**config.mk**
```make
export PLATFORM = sky130hd
export DESIGN_NAME = pipe_hazard_ctrl
export DESIGN_NICKNAME = d
export VERILOG_FILES = /design/src/rtl/pipe_hazard_ctrl.sv
export SDC_FILE = /design/constraint.sdc
export NUM_CORES = 1
export LEC_CHECK = 0
export ABC_AREA = 1
export CORE_ASPECT_RATIO = 0.5
export CORE_MARGIN = 10
export CORE_UTILIZATION = 45
export DETAILED_ROUTE_END_ITERATION = 10
export PLACE_DENSITY_LB_ADDON = 0.25
export REMOVE_ABC_BUFFERS = 1
export SYNTH_ARGS = -nofsm -noshare
export SYNTH_HDL_FRONTEND = slang
export SYNTH_SLANG_ARGS = --single-unit
export TNS_END_PERCENT = 50
```
**constraint.sdc**
```tcl
create_clock -name clk -period 2.5 [get_ports clk]
set_clock_uncertainty 0.2 [all_clocks]
set_input_delay 0.5 -clock clk [delete_from_list [all_inputs] [get_ports clk]]
set_output_delay 0.5 -clock clk [all_outputs]
set_load 0.01 [all_outputs]
```
**src/rtl/pipe_hazard_ctrl.sv**
```systemverilog
// Hazard, forwarding and stage-enable control for the 5-stage 16-bit core.
// Latency: enables/flush/bubble are combinational; fwd sels, store fwd, halted, counters are one edge later.
// Backpressure: mem_busy freezes every stage register and all internal state; branch > load-use > halt drain.
module pipe_hazard_ctrl #(
   parameter int REG_W     = 4,
   parameter int BR_STAGE  = 2,
   parameter int STORE_FWD = 1,
   parameter int CNT_W     = 16
) (
   input  logic             clk,
   input  logic             rst,
   input  logic             id_valid,
   input  logic [REG_W-1:0] id_rs,
   input  logic [REG_W-1:0] id_rt,
   input  logic [REG_W-1:0] id_rd,
   input  logic             id_rs_used,
   input  logic             id_rt_used,
   input  logic             id_reg_wr,
   input  logic             id_is_load,
   input  logic             id_is_store,
   input  logic             id_is_hlt,
   input  logic             br_taken,
   input  logic             mem_busy,
   output logic             pc_write,
   output logic             if_id_write,
   output logic             id_ex_write,
   output logic             ex_mem_write,
   output logic             mem_wb_write,
   output logic             if_id_flush,
   output logic             id_ex_bubble,
   output logic [1:0]       fwd_a_sel,
   output logic [1:0]       fwd_b_sel,
   output logic             mem_store_fwd,
   output logic             halted,
   output logic [CNT_W-1:0] stall_cnt,
   output logic [CNT_W-1:0] flush_cnt
);

   // Destination info carried alongside each of the EX, MEM and WB stage registers.
   typedef struct packed {
      logic             valid;
      logic [REG_W-1:0] rd;
      logic             reg_wr;
      logic             is_load;
      logic             is_hlt;
      logic             st_fwd;
   } shadow_t;

   localparam logic [CNT_W-1:0] CNT_ONE = CNT_W'(1);
   localparam logic [CNT_W-1:0] CNT_MAX = '1;

   shadow_t          ex_q, mem_q, wb_q, ex_d;
   logic             halt_q;
   logic             halted_q;
   logic [1:0]       fwd_a_q, fwd_b_q, fwd_a_d, fwd_b_d;
   logic [CNT_W-1:0] stall_cnt_q, flush_cnt_q;

   logic             lu_rs, lu_rt, st_exempt, load_use;
   logic             stall_evt, flush_evt;

   // Fields the WB/MEM shadows carry for completeness but nothing downstream reads.
   logic             unused_shadow_bits;
   assign unused_shadow_bits = ^{mem_q.is_load, wb_q.rd, wb_q.reg_wr, wb_q.is_load, wb_q.st_fwd};

   // A stage produces the value a source needs: live, writing, non-zero rd, same specifier.
   function automatic logic prod_match(input shadow_t s, input logic [REG_W-1:0] src, input logic used);
      return used && s.valid && s.reg_wr && (s.rd != '0) && (s.rd == src);
   endfunction

   // Load-use detection; a store whose only dependency is its data operand can take a late forward.
   always_comb begin
      lu_rs     = id_valid && ex_q.is_load && prod_match(ex_q, id_rs, id_rs_used);
      lu_rt     = id_valid && ex_q.is_load && prod_match(ex_q, id_rt, id_rt_used);
      st_exempt = (STORE_FWD != 0) && id_is_store && lu_rt && !lu_rs;
      load_use  = lu_rs || (lu_rt && !st_exempt);
   end

   // Operand selects for the instruction now in ID; the nearest older producer wins.
   always_comb begin
      fwd_a_d = 2'b00;
      fwd_b_d = 2'b00;
      if (id_valid && prod_match(ex_q, id_rs, id_rs_used))       fwd_a_d = 2'b01;
      else if (id_valid && prod_match(mem_q, id_rs, id_rs_used)) fwd_a_d = 2'b10;
      if (id_valid && prod_match(ex_q, id_rt, id_rt_used))       fwd_b_d = 2'b01;
      else if (id_valid && prod_match(mem_q, id_rt, id_rt_used)) fwd_b_d = 2'b10;
   end

   // Stage-register enables and flush/bubble in priority order: freeze, branch, load-use, halt drain.
   always_comb begin
      pc_write     = 1'b1;
      if_id_write  = 1'b1;
      id_ex_write  = 1'b1;
      ex_mem_write = 1'b1;
      mem_wb_write = 1'b1;
      if_id_flush  = 1'b0;
      id_ex_bubble = 1'b0;
      stall_evt    = 1'b0;
      flush_evt    = 1'b0;
      if (rst) begin
         // reset state already expressed by the defaults
      end else if (mem_busy) begin
         pc_write     = 1'b0;
         if_id_write  = 1'b0;
         id_ex_write  = 1'b0;
         ex_mem_write = 1'b0;
         mem_wb_write = 1'b0;
      end else if (br_taken) begin
         if_id_flush  = 1'b1;
         id_ex_bubble = (BR_STAGE == 2);
         flush_evt    = 1'b1;
      end else if (load_use) begin
         pc_write     = 1'b0;
         if_id_write  = 1'b0;
         id_ex_bubble = 1'b1;
         stall_evt    = 1'b1;
      end else if (halt_q) begin
         pc_write     = 1'b0;
         if_id_write  = 1'b0;
         id_ex_bubble = 1'b1;
      end
   end

   // Entry that ID/EX will receive: a NOP when bubbled, otherwise the decoded destination info.
   always_comb begin
      ex_d = '0;
      if (!id_ex_bubble) begin
         ex_d.valid   = id_valid;
         ex_d.rd      = id_rd;
         ex_d.reg_wr  = id_reg_wr;
         ex_d.is_load = id_is_load;
         ex_d.is_hlt  = id_is_hlt;
         ex_d.st_fwd  = st_exempt;
      end
   end

   // Shadow pipeline, registered forwarding selects and halt tracking; all hold while frozen.
   always_ff @(posedge clk) begin
      if (rst) begin
         ex_q     <= '0;
         mem_q    <= '0;
         wb_q     <= '0;
         fwd_a_q  <= 2'b00;
         fwd_b_q  <= 2'b00;
         halt_q   <= 1'b0;
         halted_q <= 1'b0;
      end else if (!mem_busy) begin
         ex_q    <= ex_d;
         mem_q   <= ex_q;
         wb_q    <= mem_q;
         fwd_a_q <= id_ex_bubble ? 2'b00 : fwd_a_d;
         fwd_b_q <= id_ex_bubble ? 2'b00 : fwd_b_d;
         if (ex_d.valid && ex_d.is_hlt) halt_q <= 1'b1;
         if (wb_q.valid && wb_q.is_hlt) halted_q <= 1'b1;
      end
   end

   // Saturating stall and flush event counters.
   always_ff @(posedge clk) begin
      if (rst) begin
         stall_cnt_q <= '0;
         flush_cnt_q <= '0;
      end else begin
         if (stall_evt && (stall_cnt_q != CNT_MAX)) stall_cnt_q <= stall_cnt_q + CNT_ONE;
         if (flush_evt && (flush_cnt_q != CNT_MAX)) flush_cnt_q <= flush_cnt_q + CNT_ONE;
      end
   end

   assign fwd_a_sel     = fwd_a_q;
   assign fwd_b_sel     = fwd_b_q;
   assign mem_store_fwd = mem_q.valid && mem_q.st_fwd;
   assign halted        = halted_q;
   assign stall_cnt     = stall_cnt_q;
   assign flush_cnt     = flush_cnt_q;

endmodule

```
==> metrics.yaml, run 1 <==
clockBufferDepth: 2
initial_core_util: 0.461
crit_arrival_ns: 1.69
clockRootBuffer: "clkbuf_16"
ys_ff_latch: 57
grt_usage: 0.167
r2r-start: "ex_q[3]$_SDFFE_PP0N_"
core-area_um2: 6650
die_h_um: 78.4
portBuffers: 67
grt_pass1_vias: 3076
final_cell_count_no_fill: 648
wl_met2_um: 4160
grt_max_degree: 17
grt_pass1_wl_um: 14400
holdWs_ns: 0.253
fmax_mhz: 418
worst_pin_slew_ns: 0.409
rsz0062_at_grt: "false"
required_ns: 1.80
drc: 0
critPathMaxStageDelay_ns: 0.50
syn_area_um2: 3070
gp_congestion: 0.896
critical_path.top_delay_family: "buffers and inverters"
worst-path-buf-inv: 3
fin_setup_tns_ns: 0
ir_worst_vdd_v: 0.000426
fin_nets: 576
yosysWarnings: 0
clk_pin_slew_ns: 0.05
crit_path_frequent_cell: "nand2_2"
hold_violations: 0
finalCritPeriodShare: 0.957
chipWidth_um: 137
worstSetupEndpointType: "primary output"
cts-htree-levels: 3
power_density_nw_per_um2: 553
worst_hold_path_type: "flop to flop"
grt_overflow: 0
fin_crit_ns: 2.39
synthDistinctLibCells: 33
drt-pass1-iter-count: 4
cts_tree: "built"
syn2layout_area_growth_pct: 44.5
dr.first_iter.drc_count: 216
hpwl_um: 6580
vias: 3128
clock_sink_count: 57
design.portCount: 68
antenna_found_initial: 0
drive_above_1_share: 0.203
routed_wirelength_um: 8530
m1WireLength_um: 3720
crit_path_start_kind: "input pin"
antenna_cells: 0
async_flop_share: 0
synth_common_cells: "nand2_1 (108), inv_1 (59), dfxtp_1 (57), nor2_1 (34)"
setup_viol: 0
synth.top_cell.area_share: 0.372
yosysMostFrequentCell: "nand2_1"
top_layer_used: "met4"
crit_start: "id_is_store"
placedCellCount: 621
wl_met3_um: 558
final_max_slew_viol_count: 0
synth.area.top_cells: "dfxtp_1 (37%), nand2_1 (13%), inv_1 (7.2%), xor2_1 (5.4%), nor2_1 (4.2%)"
crit_fanout: 3
slew_headroom: 0.727
synth.yosys.seq_area_share: 0.372
postSynthCellCount: 438
routedWlPerCell_um: 13.2
vias_per_cell: 4.83
cts-buffers-inserted: 9
num_rows: 21
p_leak_uw: 0.00171
status: "complete, no violations"
synth_area_leader_cell: "dfxtp_1"
ant_nets: 0
total_power_uw: 2450
critPathSlowestCell: "clkdlybuf4s50_1"
ys.flop_type: "dfxtp_1"
syn_area_per_cell_um2: 7.00
synth_edf_count: 0
max-cap-violations: 0
worstHoldStart: "mem_q[0]$_SDFFE_PP0N_"
crit_chain: "clkdlybuf4s50_1 > inv_1 > nand3_1 > nand2_2 > nand2_2 > nand2_2 > a31oi_1 > buf_2"
dieArea_um2: 10700
critPathKind: "input pin to primary output"
insertion_delay_ns: 0.33
-- metrics by stage --
stage / worst slack, ns / utilization / instance area, um^2
2_1_floorplan: 0.395 / - / 2980
3_3_place_gp: -0.465 / 0.607 / 4030
3_5_place_dp: -0.496 / 0.607 / 4030
4_1_cts: 0.0385 / 0.665 / 4420
5_1_grt: 0.0193 / 0.666 / 4430
6_report: 0.107 / 0.666 / 4430
-- tightest hold or removal path: cells and delay by family (launching register included) --
kind             cells  cell delay, ns
flip-flops           1            0.32
AND/OR/NAND/NOR      1            0.05
AO/OA/AOI/OAI        1            0.05
-- area by class of cell --
cell class                      instances  area, um^2
Timing Repair Buffer                  114         990
Fill cell                             622        2220
Clock buffer                           11         253
Inverter                               63         236
Clock inverter                          5        77.6
Sequential cell                        57        1150
Multi-Input combinational cell        306        1610
Tap cell                               92         115
-- final timing paths --
path / end / slack, ns / cells past startpoint
worst max register to register: stall_cnt[5]$_SDFFE_PP0P_ / 0.50 / 13
worst min register to register: mem_q[0]$_SDFFE_PP0N_ / 0.25 / 2
worst min-delay path: mem_q[0]$_SDFFE_PP0N_ / 0.25 / 2
worst max-delay path: pc_write / 0.11 / 8
-- power breakdown --
| group | switching (uW) | leakage (uW) | total (uW) | internal [uW] |
|---|---|---|---|---|
| Clock | 415 | 0.000162 | 1340 | 921 |
| Combinational | 90.8 | 0.00108 | 183 | 91.8 |
| Sequential | 9.88 | 0.000462 | 931 | 921 |
-- metal layers --
metal	vias to the layer above	global-route usage
li1	1631	-
met1	1424	0.195
met2	62	0.275
met3	11	0.0629
met4	0	0.0571
met5	-	0
-- cells in the final DEF, fill, tap and decap left out, drive strengths merged --
cell	synthesis	routed
nor3	14	14
bufinv	0	2
o21ai	23	23
dfxtp	57	57
ha	2	2
a211oi	3	3
buf	7	50
o2111ai	1	1
xor2	19	19
xnor2	4	4
nor4	5	5
nand4	8	8
inv	63	63
a31oi	4	4
clkinvlp	0	1
nand2	121	121
and3	1	1
nor2b	1	1
clkinv	0	2
clkdlybuf4s50	0	49
nand3	25	25
dlygate4sd2	0	15
nor2	38	38
or2	1	1
o22ai	6	6
nand3b	2	2
a21oi	28	28
clkbuf	5	11
-- cell families (layout without fill, tap and decap cells) --
family,count (synthesis),in the layout,synth area share
AO/OA/AOI/OAI,65,65,0.127
XOR/XNOR,23,23,0.0657
adder cells (fa/ha/maj),2,2,0.00816
buffers and inverters,75,193,0.106
flip-flops,57,57,0.372
AND/OR/NAND/NOR,216,216,0.320
-- what timing repair did --
| item | CTS | global route |
|---|---|---|
| hold buffers | 0 | 0 |
| setup buffers | 10 | 1 |
| resized for setup | 31 | 7 |
| cloned | 0 | 0 |
| pin swaps | 8 | 3 |
| setup endpoints to repair | 7 | 3 |
-- sequential cells by signal, indices dropped and copies added, names as in the netlist --
| register | flops |
|---|---|
| stall_cnt | 16 |
| wb_q | 2 |
| fwd_a_sel | 2 |
| flush_cnt | 16 |
| ex_q | 9 |
| halt_q | 1 |
| mem_q | 8 |
| fwd_b_sel | 2 |
| halted | 1 |
Power figures use the tool's default switching activity.
==> run 2: changes to the inputs <==
--- a/config.mk
+++ b/config.mk
@@ -6,12 +6,12 @@
 export NUM_CORES = 1
 export LEC_CHECK = 0
 export ABC_AREA = 1
+export CAP_MARGIN = 20
 export CORE_ASPECT_RATIO = 0.5
 export CORE_MARGIN = 10
 export CORE_UTILIZATION = 45
 export DETAILED_ROUTE_END_ITERATION = 10
 export PLACE_DENSITY_LB_ADDON = 0.25
-export REMOVE_ABC_BUFFERS = 1
 export SYNTH_ARGS = -nofsm -noshare
 export SYNTH_HDL_FRONTEND = slang
 export SYNTH_SLANG_ARGS = --single-unit
==> run 2 against run 1 <==
- wire length rose by 1.4%
- highest routed layer unchanged
- cell count rose by 1.1%
- maximum frequency fell by 3.1%
- sequential share of layout area fell by 0.30 points
- register-to-register slack got worse by 0.21 ns
==> metrics.yaml, run 2 (same netlist as run 1, synthesis figures left out) <==
syn2layout_area_growth_pct: 46.0
clockRootBuffer: "clkbuf_16"
worst_hold_path_type: "flop to flop"
routedWlPerCell_um: 13.2  # +0.32%
num_rows: 21  # unchanged
grt_max_degree: 24  # +7
dr.first_iter.drc_count: 140  # -35%
worstSetupEndpointType: "primary output"
critPathSlowestCell: "dlygate4sd2_1"
fmax_mhz: 405  # -3.1%
crit_path_frequent_cell: "nand2_2"
critPathKind: "input pin to primary output"
placedCellCount: 625  # +0.64%
critPathMaxStageDelay_ns: 0.27  # -0.23 ns
crit_path_start_kind: "input pin"
core-area_um2: 6650  # unchanged
finalCritPeriodShare: 0.987  # +0.0303
clockBufferDepth: 2  # unchanged
dieArea_um2: 10700  # unchanged
fin_nets: 583  # +1.2%
gp_congestion: 0.911  # +1.7%
initial_core_util: 0.461  # unchanged
clk_pin_slew_ns: 0.05  # about the same
chipWidth_um: 137  # unchanged
grt_overflow: 0  # unchanged
cts-buffers-inserted: 9  # unchanged
final_cell_count_no_fill: 655  # +1.1%
insertion_delay_ns: 0.33  # about the same
portBuffers: 67  # unchanged
setup_viol: 0  # unchanged
rsz0062_at_grt: "true"
grt_pass1_wl_um: 14300  # -1.1%
drive_above_1_share: 0.213  # +0.00991
fin_crit_ns: 2.47  # +0.0757 ns
worstHoldStart: "ex_q[2]$_SDFFE_PP0N_"
cts-htree-levels: 3  # unchanged
grt_pass1_vias: 2997  # -2.6%
cts_tree: "built"
crit_chain: "dlygate4sd2_1 > xor2_1 > nor2_1 > nand3_2 > nand2_2 > nand2_2 > nand3_1 > nand2_2 > inv_1 > buf_2"
drc: 0  # unchanged
antenna_found_initial: 0  # unchanged
design_area_um2: 4480  # +1.1%
fin_setup_tns_ns: 0  # unchanged
ir_worst_vdd_v: 0.000298  # -30%
routed_wirelength_um: 8650  # +1.4%
hold_violations: 0  # unchanged
syn_nets: 463
crit_arrival_ns: 1.77  # +0.08 ns
die_h_um: 78.4  # unchanged
power_density_nw_per_um2: 518  # -6.3%
final_max_slew_viol_count: 0  # unchanged
r2r-start: "ex_q[7]$_SDFFE_PP0N_"
worst_pin_slew_ns: 0.365  # -0.0443 ns
grt_usage: 0.166  # -0.000200
timing.final.ws_setup_ns: 0.0314  # -0.0757 ns
ant_nets: 0  # unchanged
antenna_cells: 0  # unchanged
place_ws_ns: -0.537  # -0.0407 ns
design.portCount: 68  # unchanged
final_core_util: 0.673  # +0.00715
final_common_cell: "nand2_1"
hpwl_um: 6490  # -1.3%
drt-pass1-iter-count: 5  # +1
status: "complete, no violations"
p_leak_uw: 0.00174  # +1.7%
max-cap-violations: 0  # unchanged
clock_sink_count: 57  # unchanged
vias_per_cell: 4.86  # +0.77%
required_ns: 1.80  # about the same
crit_fanout: 3  # unchanged
dpl_cell_area_um2: 4080  # +1.1%
vias: 3186  # +1.9%
most-common-layout-cells: "nand2_1 (106), inv_1 (57), dfxtp_1 (54)"
crit_start: "id_rt[3]"
slew_headroom: 0.755  # +0.0277
[run 2: cell types whose count changed in the layout (fill, tap and decap cells not counted), sizes merged]
cell and delta:
clkinvlp -1, buf +7, bufinv -1, dlymetal6s2s +2, clkbuf +2, dlygate4sd2 -2
[run 2: critical path: cells and delay by family]
kind	cells	cell delay (ns)
simple gates	6	0.70
xor+xnor	1	0.15
buf+inv	3	0.44
[run 2: per-stage QoR]
| stage | hold slack (ns) | power [uW] |
|---|---|---|
| finish | 0.255 | 2320 |
| global route | 0.269 | 2410 |
| CTS | 0.253 | 2330 |
| detailed placement | 0.243 | 1140 |
| global placement | 0.238 | 1130 |
| floorplan | 0.226 | 1030 |
[run 2: cell type report]
class	instances	area, um^2
multi-input cells	306	1630
clock inverters	3	40.0
well taps	92	115
inverters	63	236
repair buffers	121	1060
fillers	554	2170
clock buffers	13	250
flip-flops and latches	57	1140
[run 2: path summary, 6_finish.rpt]
path | endpoint | slack (ns) | cells after the start
setup reg to reg | stall_cnt[4]$_SDFFE_PP0P_ | 0.29 | 12
setup / recovery | id_ex_bubble | 0.03 | 10
hold reg to reg | ex_q[2]$_SDFFE_PP0N_ | 0.25 | 2
hold / removal | ex_q[2]$_SDFFE_PP0N_ | 0.25 | 2
[run 2: power by group]
part	internal (uW)	total, uW	switching, uW
Combinational	99.3	197	97.5
Sequential	921	931	9.68
Clock	793	1190	398
Total	1810	2320	505
[run 2: per-layer routing]
| metal | up-vias | routed length, um | global-route usage | share of wire |
|---|---|---|---|---|
| met5 | - | 0 | 0 | 0 |
| met4 | 0 | 76 | 0.0349 | 0.0088 |
| met3 | 8 | 660 | 0.0864 | 0.076 |
| met2 | 80 | 3880 | 0.253 | 0.45 |
| met1 | 1447 | 4040 | 0.206 | 0.47 |
| li1 | 1651 | - | - | - |
[run 2: repair_timing]
action,CTS,global route
resized for setup,28,12
endpoints found under the setup margin,7,6
pin swaps,9,5
setup buffers,13,1
hold buffers,0,0
==> run 3: changes to the inputs <==
--- a/config.mk
+++ b/config.mk
@@ -8,7 +8,7 @@
 export ABC_AREA = 1
 export CAP_MARGIN = 20
 export CORE_ASPECT_RATIO = 0.5
-export CORE_MARGIN = 10
+export CORE_MARGIN = 4
 export CORE_UTILIZATION = 45
 export DETAILED_ROUTE_END_ITERATION = 10
 export PLACE_DENSITY_LB_ADDON = 0.25
==> run 3 against run 2 <==
- die area decreased by 23%
- cell count decreased by 3.2%
- critical path type unchanged
- clock power is 5% higher
- final area shrank 1.5%
- critical path depth unchanged
- clock-buffer cell count rose by 1
==> metrics.yaml, run 3 (same netlist as run 1, synthesis figures left out) <==
worst_hold_path_type: "flop to flop"
grt_max_degree: 24  # unchanged
routed_wirelength_um: 8150  # -5.8%
fin_crit_ns: 2.42  # -0.0491 ns
vias: 3076  # -3.5%
routedWlPerCell_um: 12.9  # -2.7%
clock_sink_count: 57  # unchanged
r2r-start: "ex_q[4]$_SDFFE_PP0N_"
p_leak_uw: 0.00170  # -2.4%
grt_pass1_wl_um: 13200  # -7.5%
required_ns: 1.80  # about the same
worst_pin_slew_ns: 0.456  # +0.0917 ns
crit_arrival_ns: 1.72  # -0.05 ns
final_cell_count_no_fill: 634  # -3.2%
syn_nets: 463  # unchanged
final_common_cell: "nand2_1"
slew_headroom: 0.693  # -0.0616
pwr-share-clk: 0.527  # +0.013
drc: 0  # unchanged
min_to: "fwd_b_sel[1]$_SDFFE_PP0N_"
grt_usage: 0.202  # +0.0360
drt-pass1-iter-count: 5  # unchanged
worstSetupEndpointType: "primary output"
fillerInstances: 539  # -2.7%
clk_pin_slew_ns: 0.05  # about the same
grt_pass1_vias: 2844  # -5.1%
worstHoldStart: "fwd_b_sel[1]$_SDFFE_PP0N_"
rr_endpoint: "stall_cnt[2]$_SDFFE_PP0P_"
vias_per_cell: 4.85  # -0.25%
max-cap-violations: 0  # unchanged
pwr-share-comb: 0.079  # -0.006
dr.first_iter.drc_count: 247  # +76%
cts_hold_buf: 0  # unchanged
ir_worst_vdd_v: 0.000423  # +42%
die_h_um: 66.4  # -15%
fmax_mhz: 413  # +2.0%
crit_fanout: 3  # unchanged
final_max_slew_viol_count: 0  # unchanged
chipWidth_um: 125  # -8.8%
p_int_uw: 1860  # +2.7%
p_sw_uw: 506  # +0.20%
finalCritPeriodShare: 0.968  # -0.0196
clockBufferDepth: 2  # unchanged
design.portCount: 68  # unchanged
clockRootBuffer: "clkbuf_16"
grt_overflow: 0  # unchanged
initial_core_util: 0.484  # +0.0231
worst_r2r_path_depth: 15  # +3
status: "complete, no violations"
hold_violations: 0  # unchanged
syn2layout_area_growth_pct: 43.9
drive_above_1_share: 0.192  # -0.0208
insertion_delay_ns: 0.33  # about the same
antenna_cells: 0  # unchanged
critPathKind: "input pin to primary output"
cts-htree-levels: 3  # unchanged
dpl_cell_area_um2: 4030  # -1.2%
hold_depth: 2  # unchanged
fin_nets: 566  # -2.9%
p_sw_frac: 0.214  # -0.00417
crit_path_start_kind: "input pin"
most-common-layout-cells: "nand2_1 (106), inv_1 (58), dfxtp_1 (54)"
num_rows: 20  # -4.8%
cts-buffers-inserted: 9  # unchanged
portBuffers: 67  # unchanged
gp_congestion: 0.972  # +6.7%
ff2ff_setup_slack_ns: 0.44  # +0.15 ns
setup_viol: 0  # unchanged
design_area_um2: 4410  # -1.5%
antenna_found_initial: 0  # unchanged
placedCellCount: 615  # -1.6%
ant_nets: 0  # unchanged
power_frac_seq: 0.393  # -0.009
holdWs_ns: 0.254  # -0.000374 ns
core-area_um2: 6330  # -4.8%
cts_tree: "built"
hpwl_um: 5890  # -9.3%
dieArea_um2: 8280  # -23%
power_density_nw_per_um2: 537  # +3.7%
==> run 3: cell count changes in the layout (fill, tap and decap cells not counted), moves of 2 or more <==
cell	change
dlymetal6s2s_1	+2
buf_2	-3
buf_6	+3
buf_4	-17
clkbuf_8	+2
==> run 3: worst max-delay path, cell delays in order <==
cell and delay (ns):
dlygate4sd2_1 0.28, xnor2_2 0.15, nand2_1 0.07, inv_1 0.05
nand3_2 0.08, nand2_2 0.08, nand2_2 0.10, nand2_2 0.08
a31oi_4 0.20, buf_6 0.13
==> run 3: final cells by class <==
cell class | instances | area, um^2 | share of cell area
Tap cell | 88 | 110 | 0.0250
Clock buffer | 14 | 274 | 0.0621
Sequential cell | 57 | 1140 | 0.260
Multi-Input combinational cell | 306 | 1650 | 0.374
Inverter | 63 | 236 | 0.0536
Timing Repair Buffer | 104 | 960 | 0.218
Clock inverter | 2 | 35.0 | 0.00794
==> run 3: per-layer routing <==
layer  global-route usage  share of wire
met5                    0              0
met4               0.0669          0.015
met3               0.0734          0.065
met2                0.317           0.44
met1                0.260           0.48
==> run 3: per-stage QoR <==
step                total power (uW)  utilization  setup TNS, ns  setup WS (ns)
floorplan                       1030            -              0          0.314
global placement                1130        0.636          -3.28         -0.587
detailed placement              1130        0.636          -3.96         -0.641
CTS                             2380        0.687         -0.193        -0.0835
global route                    2470        0.697        -0.0497        -0.0249
finish                          2370        0.697              0         0.0806
==> run 3: power groups by stage <==
stage / sequential (uW) / combinational, uW / clock, uW
after global routing: 931 / 205 / 1330
after CTS: 930 / 179 / 1270
after detailed placement: 948 / 182 / 0
after floorplan: 947 / 80.3 / 0
after global placement: 948 / 181 / 0
final: 932 / 188 / 1250
==> run 3: how the worst max path moves through the flow <==
stage | slack [ns] | end | from | cells after the start
finish | 0.08 | if_id_write | id_rs[3] | 10
global route | -0.02 | pc_write | ex_q[8]$_SDFFE_PP0N_ | 10
CTS | -0.08 | id_ex_write | mem_busy | 6
detailed placement | -0.64 | if_id_write | id_rt[3] | 9
global placement | -0.59 | if_id_write | id_rt[3] | 9
floorplan | 0.31 | pc_write | id_rt[1] | 11
==> run 3: what timing repair did <==
item	in CTS	in global routing
gates cloned	0	0
pin swaps	7	6
gates resized for setup	31	16
setup endpoints to repair	7	4
setup buffers	3	0
==> variant: new RTL, flow settings as in run 3 <==
Make the reset (`rst`) asynchronous in 2 clocked blocks.
--- a/src/rtl/pipe_hazard_ctrl.sv
+++ b/src/rtl/pipe_hazard_ctrl.sv
@@ -134,7 +134,7 @@
    end
 
    // Shadow pipeline, registered forwarding selects and halt tracking; all hold while frozen.
-   always_ff @(posedge clk) begin
+   always_ff @(posedge clk or posedge rst) begin
       if (rst) begin
          ex_q     <= '0;
          mem_q    <= '0;
@@ -155,7 +155,7 @@
    end
 
    // Saturating stall and flush event counters.
-   always_ff @(posedge clk) begin
+   always_ff @(posedge clk or posedge rst) begin
       if (rst) begin
          stall_cnt_q <= '0;
          flush_cnt_q <= '0;
Behaviour: differs if rst is asserted again (counterexample within 4 cycles, from zero or initial values and one cycle with rst high); with rst held inactive, the same outputs for 10 cycles.
==> variant against run 3 <==
- critical path depth decreased by 1
- register-to-register slack got worse by 0.14 ns
- sequential cell count unchanged
- count of clock-buffer cells in the layout decreased by 1
- worst setup slack got worse by 0.0072 ns
- cell area increased by 10%
- synthesized area increased by 10%
- routed wire length increased by 2.2%
Power is not compared: it rests on default switching activity, and its combinational part moved more than twofold at a synthesized area within 25%.
==> variant: results <==
{
  "status": "finished, final reports clean",
  "crit_family": "buffers and inverters",
  "clk_latency_ns": 0.33,
  "hold_class": "reg -> reg",
  "cpMaxStageDelayCell": "clkdlybuf4s50_1",
  "drive_gt1_share_pct": 20.6,
  "peakVddDrop_uv": 366,
  "grt_pass1_vias": 3079,
  "cts_root_buf": "clkbuf_16",
  "yosysWarnings": 0,
  "gp_congestion": 0.893,
  "regToRegSetupSlack_ns": 0.30,
  "synthDistinctLibCells": 38,
  "firstDrtPassIters": 4,
  "r2r_cells": 13,
  "critPathMaxStageDelay_ns": 0.49,
  "clock_tree.htree_level_count": 3,
  "drt_first_iter_violations": 150,
  "stdcell_count": 646,
  "grt_usage_pct": 19.4,
  "n_fill_cell": 568,
  "holdCritStartpoint": "ex_q[1]",
  "numCtsBuffers": 9,
  "crit_start": "id_valid",
  "diodes": 0,
  "ys_top_cells_by_count": "nand2_1, inv_1, dfrtp_1, nand3_1, nor2_1",
  "arrival_ns": 1.73,
  "place_ws_ns": -0.526,
  "grt_pass1_wl_um": 14000,
  "async_reset_ff_share_pct": 100,
  "critical_path.endpoint": "id_ex_bubble",
  "synth_area_leader_cell": "dfrtp_1",
  "r2r_end": "stall_cnt[15]",
  "dpl.cell_count": 626,
  "synthTopCellsByArea": "dfrtp_1, nand2_1, inv_1, xor2_1, nand3_1",
  "yosysSeqAreaShare_pct": 42.3,
  "p_leak_nw": 2.36,
  "syn-num-nets": 455,
  "synth_cells": 430,
  "reg2reg_from": "ex_q[5]",
  "synth_ff_type": "dfrtp_1",
  "wirelength_um": 8330,
  "clkSlewWorstSetupHoldPaths_ns": 0.05,
  "placed_area_um2": 4490,
  "setup_ws_ns": 0.0734,
  "antenna_found_initial": 0,
  "crit_fanout": 3,
  "hold_path_depth": 2,
  "nNetsFinal": 575,
  "slew_headroom_pct": 52.7,
  "route.vias.total": 3156,
  "port_buffers": 67,
  "grt_max_degree": 58,
  "holdPathEnd": "mem_q[1]",
  "clk_path_buf_depth": 2,
  "hpwl_um": 6160
}
[variant: per-layer routing]
layer | track usage [%] | vias up | wire length (µm)
met2 | 30.3 | 73 | 3700
met1 | 26.2 | 1461 | 4080
met3 | 4.54 | 12 | 409
met4 | 7.53 | 0 | 143
met5 | 0 | - | 0
li1 | - | 1610 | -
[variant: area by class of cell]
cell class | instances | area [µm²] | share of cell area (%)
clock buffer | 13 | 280 | 5.76
clock inverter | 2 | 35.0 | 0.721
timing repair buffer | 118 | 1060 | 21.9
multi-input combinational | 297 | 1680 | 34.6
inverter | 67 | 255 | 5.25
sequential | 57 | 1430 | 29.4
tap | 92 | 115 | 2.37
[variant: logic make-up after synthesis]
| logic type | Yosys count | synth area share [%] |
|---|---|---|
| AOI/OAI and AO/OA | 35 | 6.31 |
| DFF | 57 | 42.3 |
| and+or+nand+nor | 232 | 34.3 |
| xor gates and xnor gates | 28 | 7.27 |
| adders and majority gates | 2 | 0.742 |
| buffers and inverters | 76 | 9.09 |
[variant: metrics by stage]
step | utilization (%) | hold slack [ns]
6_report | 69.8 | 0.270
5_1_grt | 69.8 | 0.287
4_1_cts | 69.3 | 0.274
3_5_place_dp | 64.5 | 0.250
3_3_place_gp | 64.5 | 0.250
2_1_floorplan | - | 0.232
[variant: power breakdown]
| part | internal [W] | switching (W) | total (W) |
|---|---|---|---|
| Sequential | 0.000998 | 0.0000883 | 0.00109 |
| Combinational | 0.000253 | 0.000236 | 0.000490 |
| Clock | 0.000870 | 0.000408 | 0.00128 |
| Total | 0.00212 | 0.000733 | 0.00286 |
[variant: what timing repair did]
item / 4_1_cts / 5_1_grt
resized for setup: 29 / 9
setup endpoints to repair: 7 / 6
buffers inserted: 2 / 4
pin swaps: 8 / 6
